`src/rtl/id_ex_skid_stage.sv`:
```
// ID->EX pipeline stage: valid/ready handshake with a 2-entry skid buffer, sync flush and occupancy.
// Optional stall-cycle counter output enabled by defining ID_EX_STALL_CNT_EN.
module id_ex_skid_stage #(
    parameter int PC_W    = 32,
    parameter int REG_W   = 32,
    parameter int RADDR_W = 5,
    parameter int CMD_W   = 6,
    parameter int IMM_W   = 32
) (
    input  logic               clk_in,
    input  logic               rst_in,
    input  logic               flush_in,
    input  logic               in_valid,
    output logic               in_ready,
    input  logic [PC_W-1:0]    pc_in,
    input  logic [REG_W-1:0]   reg1_in,
    input  logic [REG_W-1:0]   reg2_in,
    input  logic [RADDR_W-1:0] rsd_in,
    input  logic               wr_rsd_in,
    input  logic [CMD_W-1:0]   cmdtype_in,
    input  logic [IMM_W-1:0]   imm_in,
    output logic               out_valid,
    input  logic               out_ready,
    output logic [PC_W-1:0]    pc_out,
    output logic [REG_W-1:0]   reg1_out,
    output logic [REG_W-1:0]   reg2_out,
    output logic [RADDR_W-1:0] rsd_out,
    output logic               wr_rsd_out,
    output logic [CMD_W-1:0]   cmdtype_out,
    output logic [IMM_W-1:0]   imm_out,
    output logic [1:0]         occupancy
`ifdef ID_EX_STALL_CNT_EN
    ,
    output logic [15:0]        stall_cnt
`endif
);

    localparam int P_W = PC_W + 2 * REG_W + RADDR_W + 1 + CMD_W + IMM_W;

    // State encoding equals the number of held entries, so it doubles as the occupancy/debug view.
    typedef enum logic [1:0] {
        EMPTY = 2'd0,
        ONE   = 2'd1,
        TWO   = 2'd2
    } state_t;

    state_t         state_q, state_d;
    logic [P_W-1:0] main_q, main_d;
    logic [P_W-1:0] skid_q, skid_d;
    logic [P_W-1:0] in_pl;
    logic           main_wr;
    logic           accept;
    logic           retire;

    // Handshake: a beat transfers on a cycle where valid && ready at the rising edge; valid never
    // waits on ready, and in_ready depends only on registered state (never on out_ready).
    assign in_pl     = {pc_in, reg1_in, reg2_in, rsd_in, wr_rsd_in, cmdtype_in, imm_in};
    assign in_ready  = (state_q != TWO);
    assign out_valid = (state_q != EMPTY);
    assign accept    = in_valid && in_ready;
    assign retire    = out_valid && out_ready;
    assign occupancy = state_q;

    assign {pc_out, reg1_out, reg2_out, rsd_out, main_wr, cmdtype_out, imm_out} = main_q;
    assign wr_rsd_out = main_wr && out_valid;

    always_ff @(posedge clk_in or negedge rst_in) begin
        if (!rst_in) begin
            state_q <= EMPTY;
            main_q  <= '0;
            skid_q  <= '0;
        end else begin
            state_q <= state_d;
            main_q  <= main_d;
            skid_q  <= skid_d;
        end
    end

    always_comb begin
        state_d = state_q;
        main_d  = main_q;
        skid_d  = skid_q;
        if (flush_in) begin
            // Cleared payload doubles as a NOP bubble (cmdtype 0).
            state_d = EMPTY;
            main_d  = '0;
            skid_d  = '0;
        end else begin
            case (state_q)
                EMPTY: begin
                    if (accept) begin
                        state_d = ONE;
                        main_d  = in_pl;
                    end
                end
                ONE: begin
                    if (accept && retire) begin
                        main_d = in_pl;
                    end else if (accept) begin
                        state_d = TWO;
                        skid_d  = in_pl;
                    end else if (retire) begin
                        state_d = EMPTY;
                    end
                end
                TWO: begin
                    if (retire) begin
                        state_d = ONE;
                        main_d  = skid_q;
                    end
                end
                default: begin
                    state_d = EMPTY;
                    main_d  = '0;
                    skid_d  = '0;
                end
            endcase
        end
    end

`ifdef ID_EX_STALL_CNT_EN
    // Saturating count of cycles EX held back a valid entry; flush deliberately leaves it alone.
    always_ff @(posedge clk_in or negedge rst_in) begin
        if (!rst_in) begin
            stall_cnt <= '0;
        end else if (out_valid && !out_ready && (stall_cnt != 16'hFFFF)) begin
            stall_cnt <= stall_cnt + 16'd1;
        end
    end
`endif

endmodule

```
`config.mk`:
```
export PLATFORM = sky130hd
export DESIGN_NAME = id_ex_skid_stage
export DESIGN_NICKNAME = d
export VERILOG_FILES = /design/src/rtl/id_ex_skid_stage.sv
export SDC_FILE = /design/constraint.sdc
export NUM_CORES = 1
export LEC_CHECK = 0
export CORE_MARGIN = 2
export CORE_UTILIZATION = 55
export CTS_CLUSTER_DIAMETER = 150
export CTS_CLUSTER_SIZE = 40
export DETAILED_ROUTE_END_ITERATION = 10
export PLACE_DENSITY_LB_ADDON = 0.2
export SLEW_MARGIN = 20
export SYNTH_ARGS = -nofsm -noshare
export SYNTH_HDL_FRONTEND = slang
export SYNTH_SLANG_ARGS = --single-unit
```
`constraint.sdc`:
```
create_clock -name clk_in -period 3.1 [get_ports clk_in]
set_clock_uncertainty 0.15 [all_clocks]
set_input_delay 0.62 -clock clk_in [delete_from_list [all_inputs] [get_ports clk_in]]
set_output_delay 0.62 -clock clk_in [all_outputs]
set_load 0.1 [all_outputs]
```
### Yosys cells after proc, flatten, opt, wreduce, memory -nomap -nowiden

Cells that the tools add are included.
Widths: inputs -> output; s select.

| cells by class | value |
|---|---|
| equal/unequal tests | 10 |
| multiplexer cells | 15 |
| reductions and logical operators | 10 |

Operators by type and width:

| cell | count |
|---|---|
| $mux 140 | 6 |
| $pmux 140 s3 | 1 |
| $pmux 140 s2 | 1 |
| $ne 3x3->1 const B | 5 |
| $mux 2 | 6 |
| $pmux 2 s3 | 1 |
| $reduce_and 3->1 | 2 |
| $logic_and 1x1->1 | 4 |
| $ne 4x4->1 const B | 1 |
| $reduce_and 4->1 | 1 |
| $eq 2x1->1 const B | 1 |
| $eq 2x2->1 const B | 1 |
| $logic_not 2->1 | 1 |
| $ne 2x1->1 const B | 1 |
| $ne 2x2->1 const B | 1 |
| $reduce_bool 2->1 | 1 |
| $reduce_or 2->1 | 1 |

| storage, ports and cells | value |
|---|---|
| register bits after elaboration | 282 |
| output and inout port bits | 144 |

### Longest topological paths before layout

Gate-level depths: netlist (run 1).

| logic depth | value |
|---|---|
| depth in word-level cells | 7 |
| gate-level depth with buffers | 6 |
| gate-level depth less buffers | 3 |

### Least setup slack after synthesis (run 1)

No wires, ideal clock.

| timing | value |
|---|---|
| kind | register to output |
| start | reg state_q[1], in the netlist occupancy[1] |
| end | out wr_rsd_out |
| cell stages (with the launch flop) | 4 |
| path buffers | 1 |
| arrival time | 2.533 ns |
| required time | 2.330 ns |
| slack | -0.203 ns |
| cells stage by stage | dfrtp_1 buf_2 or2_2 and2_1 |

| between the ends | value |
|---|---|
| word-level cells in the longest chain between the ends | 2 |

Ends and longest elaborated chain:

| element | line | source |
|---|---|---|
| start, declared | 47 | `state_t state_q, state_d;` |
| start signal, assigned | 73 | `state_q <= state_d;` |
| $reduce_bool 2->1 | 59 | `assign out_valid = (state_q != EMPTY);` |
| via out_valid | 22 | `output logic out_valid,` |
| $logic_and 1x1->1 | 65 | `assign wr_rsd_out = main_wr && out_valid;` |
| end, declared | 28 | `output logic wr_rsd_out,` |

The timed path passes the listed nets, and every way through them passes these cells.

### Final worst setup path (run 1)

| timing | value |
|---|---|
| start | reg state_q[1], in the netlist occupancy[1] |
| end | out wr_rsd_out |

| between the ends | value |
|---|---|
| word-level cells in the longest chain between the ends | 2 |

Ends and longest elaborated chain:

| element | line |
|---|---|
| $reduce_bool 2->1 | 59 |
| $logic_and 1x1->1 | 65 |

No other way between the ends.

==> results of run 1 <==
where the power goes:
part,leakage [nW],internal [mW],total [mW],switching [mW]
combinational,3.40,0.583,2.05,1.47
clock,0.147,0.668,1.79,1.12
sequential,3.82,3.90,4.04,0.138
total,7.37,5.15,7.87,2.72
routing by layer:
metal | wire length (um) | global-route usage | vias to the layer above | share of wire
met3 | 1906 | 0.04216 | 40 | 0.066
met2 | 13290 | 0.3507 | 275 | 0.46
met5 | 0 | 0 | - | 0
li1 | - | - | 3979 | -
met1 | 13020 | 0.3295 | 4300 | 0.45
met4 | 754 | 0.06306 | 0 | 0.026
Yosys cell counts:
library cell  number
buf_6             11
a221o_1          140
and4bb_1           1
nand2_1          102
mux2i_1          102
or2_2              2
o21ai_1            1
a221oi_2           1
buf_2             40
or2_1              1
inv_1            101
buf_1              2
and2_0             2
nand2b_1           2
nor2_1             1
dfrtp_1          282
o32ai_1            1
a22o_1            39
or3b_1             1
and2_1           139
nor2_2             1
nor3b_1            1
nor3_1             1
buf_4            139
a21oi_1            2
o21a_1             2
clkbuf_1          26
nor2b_1            2
flip-flops by register name (all words and copies together) (netlist names):
signal and flops:
main_q 140, occupancy 2, skid_q 140
kinds of logic after synthesis:
kind of cell,after synthesis
AOI/OAI and AO/OA,186
buffers and inverters,319
DFF,282
muxes,102
and+or+nand+nor,256
what timing repair did:
| action | in CTS | in global routing |
|---|---|---|
| endpoints found under the hold margin | 58 | 0 |
| hold buffers | 1 | 0 |
| gates resized for setup | 0 | 0 |
layout make-up:
| class | instances | area [sq um] |
|---|---|---|
| inverters | 101 | 379.1 |
| fillers | 1836 | 8172 |
| clock buffers | 11 | 275.3 |
| multi-input cells | 544 | 4210 |
| well taps | 319 | 399.1 |
| flip-flops and latches | 282 | 7057 |
| clock inverters | 1 | 30.03 |
| repair buffers | 312 | 2873 |
| diodes | 3 | 7.507 |
stage by stage:
step	worst slack [ns]	hold WS [ns]	cell area, sq um	power [mW]
3_3_place_gp	0.2795	0.3287	14910	6.147
2_1_floorplan	0.06553	0.1744	13080	5.678
6_report	0.4930	0.3651	15230	7.875
3_5_place_dp	0.1928	0.3325	14910	6.169
4_1_cts	0.4760	0.3684	15220	7.947
5_1_grt	0.4022	0.3824	15230	8.173
final timing paths:
check                                   end  slack [ns]  depth (start not counted)
min in group asynchronous       skid_q[135]        0.49                          2
worst max register to register   skid_q[85]        0.85                          4
max in group asynchronous        main_q[13]        1.50                          3
worst min register to register  skid_q[118]        0.37                          1
worst min-delay path            skid_q[118]        0.37                          1
worst max-delay path             wr_rsd_out        0.49                          3
==> qor.csv, run 1 <==
metric,value,unit
vias per cell,5.463,
layout cells sized above 1,0.1511,
fin nets,1397,
Setup-failing EPs final,0,
"Cell Area, Synth",0.01308,sq mm
half-perimeter wire length after placement,18790,um
Final period util,0.8410,
Synthesized Nets,1290,
largest net degree at the start of global routing,91,
Fin Setup TNS,0,ns
vias in the first global route,8403,
core area,0.02340,sq mm
gr usage total,0.2265,
DIE WIDTH,158.2,um
crit-path max cell delay,0.57,ns
residual DRC count,0,
Startpoint Class,register,
CTS Root Cell,clkbuf_16,
Synth Area in XOR/XNOR,0,
Placed Cells incl. Taps,1557,
Setup crit end kind,output port,
CTS max path bufs,3,
Initial Util,0.5589,
clk slew on worst S/H paths,0.15,ns
Mapped Cells,1145,
Final Util,0.6508,
Yosys top cell area share,0.5396,
ranking of synthesized cells by area,"dfrtp_1 54%, a221o_1 11%, buf_4 8.0%",
max_cap viols,0,
Synth Register Bits,282,
Clock Sinks,282,
Die Area,0.02503,sq mm
CTS Buf Count,11,
unrepaired setup endpoints after global routing,no,
adder-cell area share of the yosys netlist,0,
Initial DRC Count,500,
Fin. Hold Viols,0,
Worst-Margin Slew,0.7577,ns
antenna violations before repair,3,
die height,158.2,um
top achievable clock speed,383.6,MHz
WL/cell,18.41,um
PD cells,517.0,mW/mm^2
Post-CTS Setup Bufs,0,
status,"finished, final reports clean",
Yosys cell types,28,
mux cell area share after synthesis,0.07806,
worst-path cell chain,"or2_2, and2_2, buf_4",
CP Launch Point,occupancy[1],
Final Max Slew Viols,0,
Reg-to-Reg Start,occupancy[0],
Layout area overhead,16.45,%
"commonest non-fill, non-tap cells in the layout","282 x dfrtp_1, 154 x buf_4, 143 x clkdlybuf4s50_1",
Crit Path Max Fanout,12,
# port buffers,288,
sequential fraction of the synthesis area,0.5396,
first-pass GRT wire length,45250,um
final wirelength,28970,um
crit path time final,2.607,ns
Top Ports,289,
post-synthesis simple-gate area fraction,0.1034,
Row Count,56,
RD Place Congestion,0.7756,
"Warnings, synthesis",0,
Crit-path slowest cell,dfrtp_1,
relative slew slack,0.4930,
Worst Path Buf+Inv,1,
ANT nets after route,0,
Via Count,8594,
final non-filler cell total,1573,
compound-cell area share of the yosys netlist,0.1374,
CTS tree,done,
largest family of logic cells by synthesized area,buffers and inverters,
H-tree Lvls,1,
worst skew pair latency,0.49,ns
"commonest non-fill, non-tap cell in the layout",dfrtp_1,
Pre-antenna DRT Iters,4,
hold wc startpoint,skid_q[118],
Avg Inst Size Synth,11.42,sq um
Synth area leader,dfrtp_1,
total grt overflow,0,
CP required,2.33,ns
crit path DAT,1.84,ns
leakage power total,7.370,nW
CP top delay family,flip-flops,
kind of critical path,reg2out,
Max IR drop VDD,357.6,uV
HP Class,reg2reg,
No activity file was read; power rests on OpenSTA's default activity.
==> run 2: changes to the inputs <==
CORE_UTILIZATION = 51   (was 55)
clock period = 2.63 ns   (was 3.1 ns; I/O delays follow)
==> qor.csv, run 2 (synthesis results as in run 1) <==
metric,value,unit
Layout area overhead,17.40,%
met1 global-route usage,0.3040,
Setup crit end kind,output port,
largest net degree at the start of global routing,102,
crit path DAT,1.80,ns
"commonest non-fill, non-tap cell in the layout",dfrtp_1,
CP required,1.95,ns
GR peak layer,met2,
kind of critical path,reg2out,
flop-to-flop setup slack,0.61,ns
die height,164.1,um
Via Count,8534,
relative slew slack,0.6560,
"commonest non-fill, non-tap cells in the layout","280 x dfrtp_1, 155 x buf_4, 143 x clkdlybuf4s50_1",
Worst-Margin Slew,0.5160,ns
Final period util,0.9407,
CTS Root Cell,clkbuf_16,
Fin Setup TNS,0,ns
final wirelength,29830,um
PD cells,608.0,mW/mm^2
HP Class,reg2reg,
clk slew on worst S/H paths,0.14,ns
Die Area,0.02694,sq mm
Row Count,58,
leakage power total,7.422,nW
vias in the first global route,8726,
WL/cell,18.77,um
first-pass GRT wire length,47100,um
Initial Util,0.5194,
Fillers,2063,
CTS max path bufs,3,
max_cap viols,0,
vias per cell,5.371,
Pre-antenna DRT Iters,4,
FF+latch area,0.007059,sq mm
gr usage total,0.2187,
core area,0.02518,sq mm
Initial DRC Count,595,
Fin. Hold Viols,0,
dpl cell area,0.01503,sq mm
Crit-path slowest cell,dfrtp_2,
top achievable clock speed,404.2,MHz
Startpoint Class,register,
antenna violations before repair,2,
unrepaired setup endpoints after global routing,no,
CTS Buf Count,11,
crit-path max cell delay,0.52,ns
Max IR drop VDD,443.8,uV
design area,0.01535,sq mm
H-tree Lvls,1,
ANT nets after route,0,
Crit Path Max Fanout,12,
layout cells sized above 1,0.1566,
CTS tree,done,
total grt overflow,0,
status,"finished, final reports clean",
CTS Hold Bufs,1,
DIE WIDTH,164.1,um
Clock Sinks,282,
crit path time final,2.474,ns
worst skew pair latency,0.49,ns
GR Util met3,0.04672,
# port buffers,288,
Post-CTS Setup Bufs,0,
post_cts resized,0,
RD Place Congestion,0.7397,
Final Max Slew Viols,0,
met2 capacity usage during global routing,0.3530,
worst-path cell chain,"or2_2, and2_4, buf_4",
fin nets,1403,
Total Power,9.336,mW
residual DRC count,0,
multi-input logic area,0.004212,sq mm
Setup-failing EPs final,0,
half-perimeter wire length after placement,19490,um
Top Ports,289,
## run 2: final timing paths
kind	start	end	cells past startpoint
hold reg to reg	skid_q[118]	skid_q[118]	1
max in group asynchronous	rst_in	skid_q[9]	3
setup / recovery	occupancy[1]	wr_rsd_out	3
setup reg to reg	occupancy[0]	main_q[26]	5
hold / removal	skid_q[118]	skid_q[118]	1
min in group asynchronous	rst_in	main_q[115]	2
## run 2: metrics by stage
| stage | hold slack (ns) | util | setup WS, ns | instances |
|---|---|---|---|---|
| global placement | 0.3287 | 0.5970 | 0.1361 | 1574 |
| detailed placement | 0.3290 | 0.5970 | 0.1036 | 1574 |
| CTS | 0.3685 | 0.6097 | 0.1217 | 1588 |
| global route | 0.3793 | 0.6097 | 0.09462 | 1588 |
| floorplan | 0.08041 | - | 0.1251 | 1145 |
| finish | 0.3641 | 0.6098 | 0.1559 | 1589 |
## run 2: cell type report
cell class              count  area share
diodes                      1   0.0001630
clock buffers              12     0.01817
clock inverters             1    0.001956
inverters                 101     0.02469
multi-input cells         544      0.2743
flip-flops and latches    282      0.4597
well taps                 330     0.02689
repair buffers            318      0.1941
## run 2: routing by layer
layer,vias up,wire length (um)
li1,3989,-
met1,4282,12950
met2,224,14250
met3,37,1999
met4,2,619
met5,-,13
## run 2: power breakdown
part           leakage [nW]  switching (mW)  internal, mW
clock                 0.148            1.33         0.793
sequential             3.82           0.160          4.60
combinational          3.45            1.74         0.710
## run 2: worst max-delay path: cells and delay by family, from the launching register on
kind,cells,cell delay (ns)
simple gates,2,0.55
flops,1,0.52
buf+inv,1,0.22
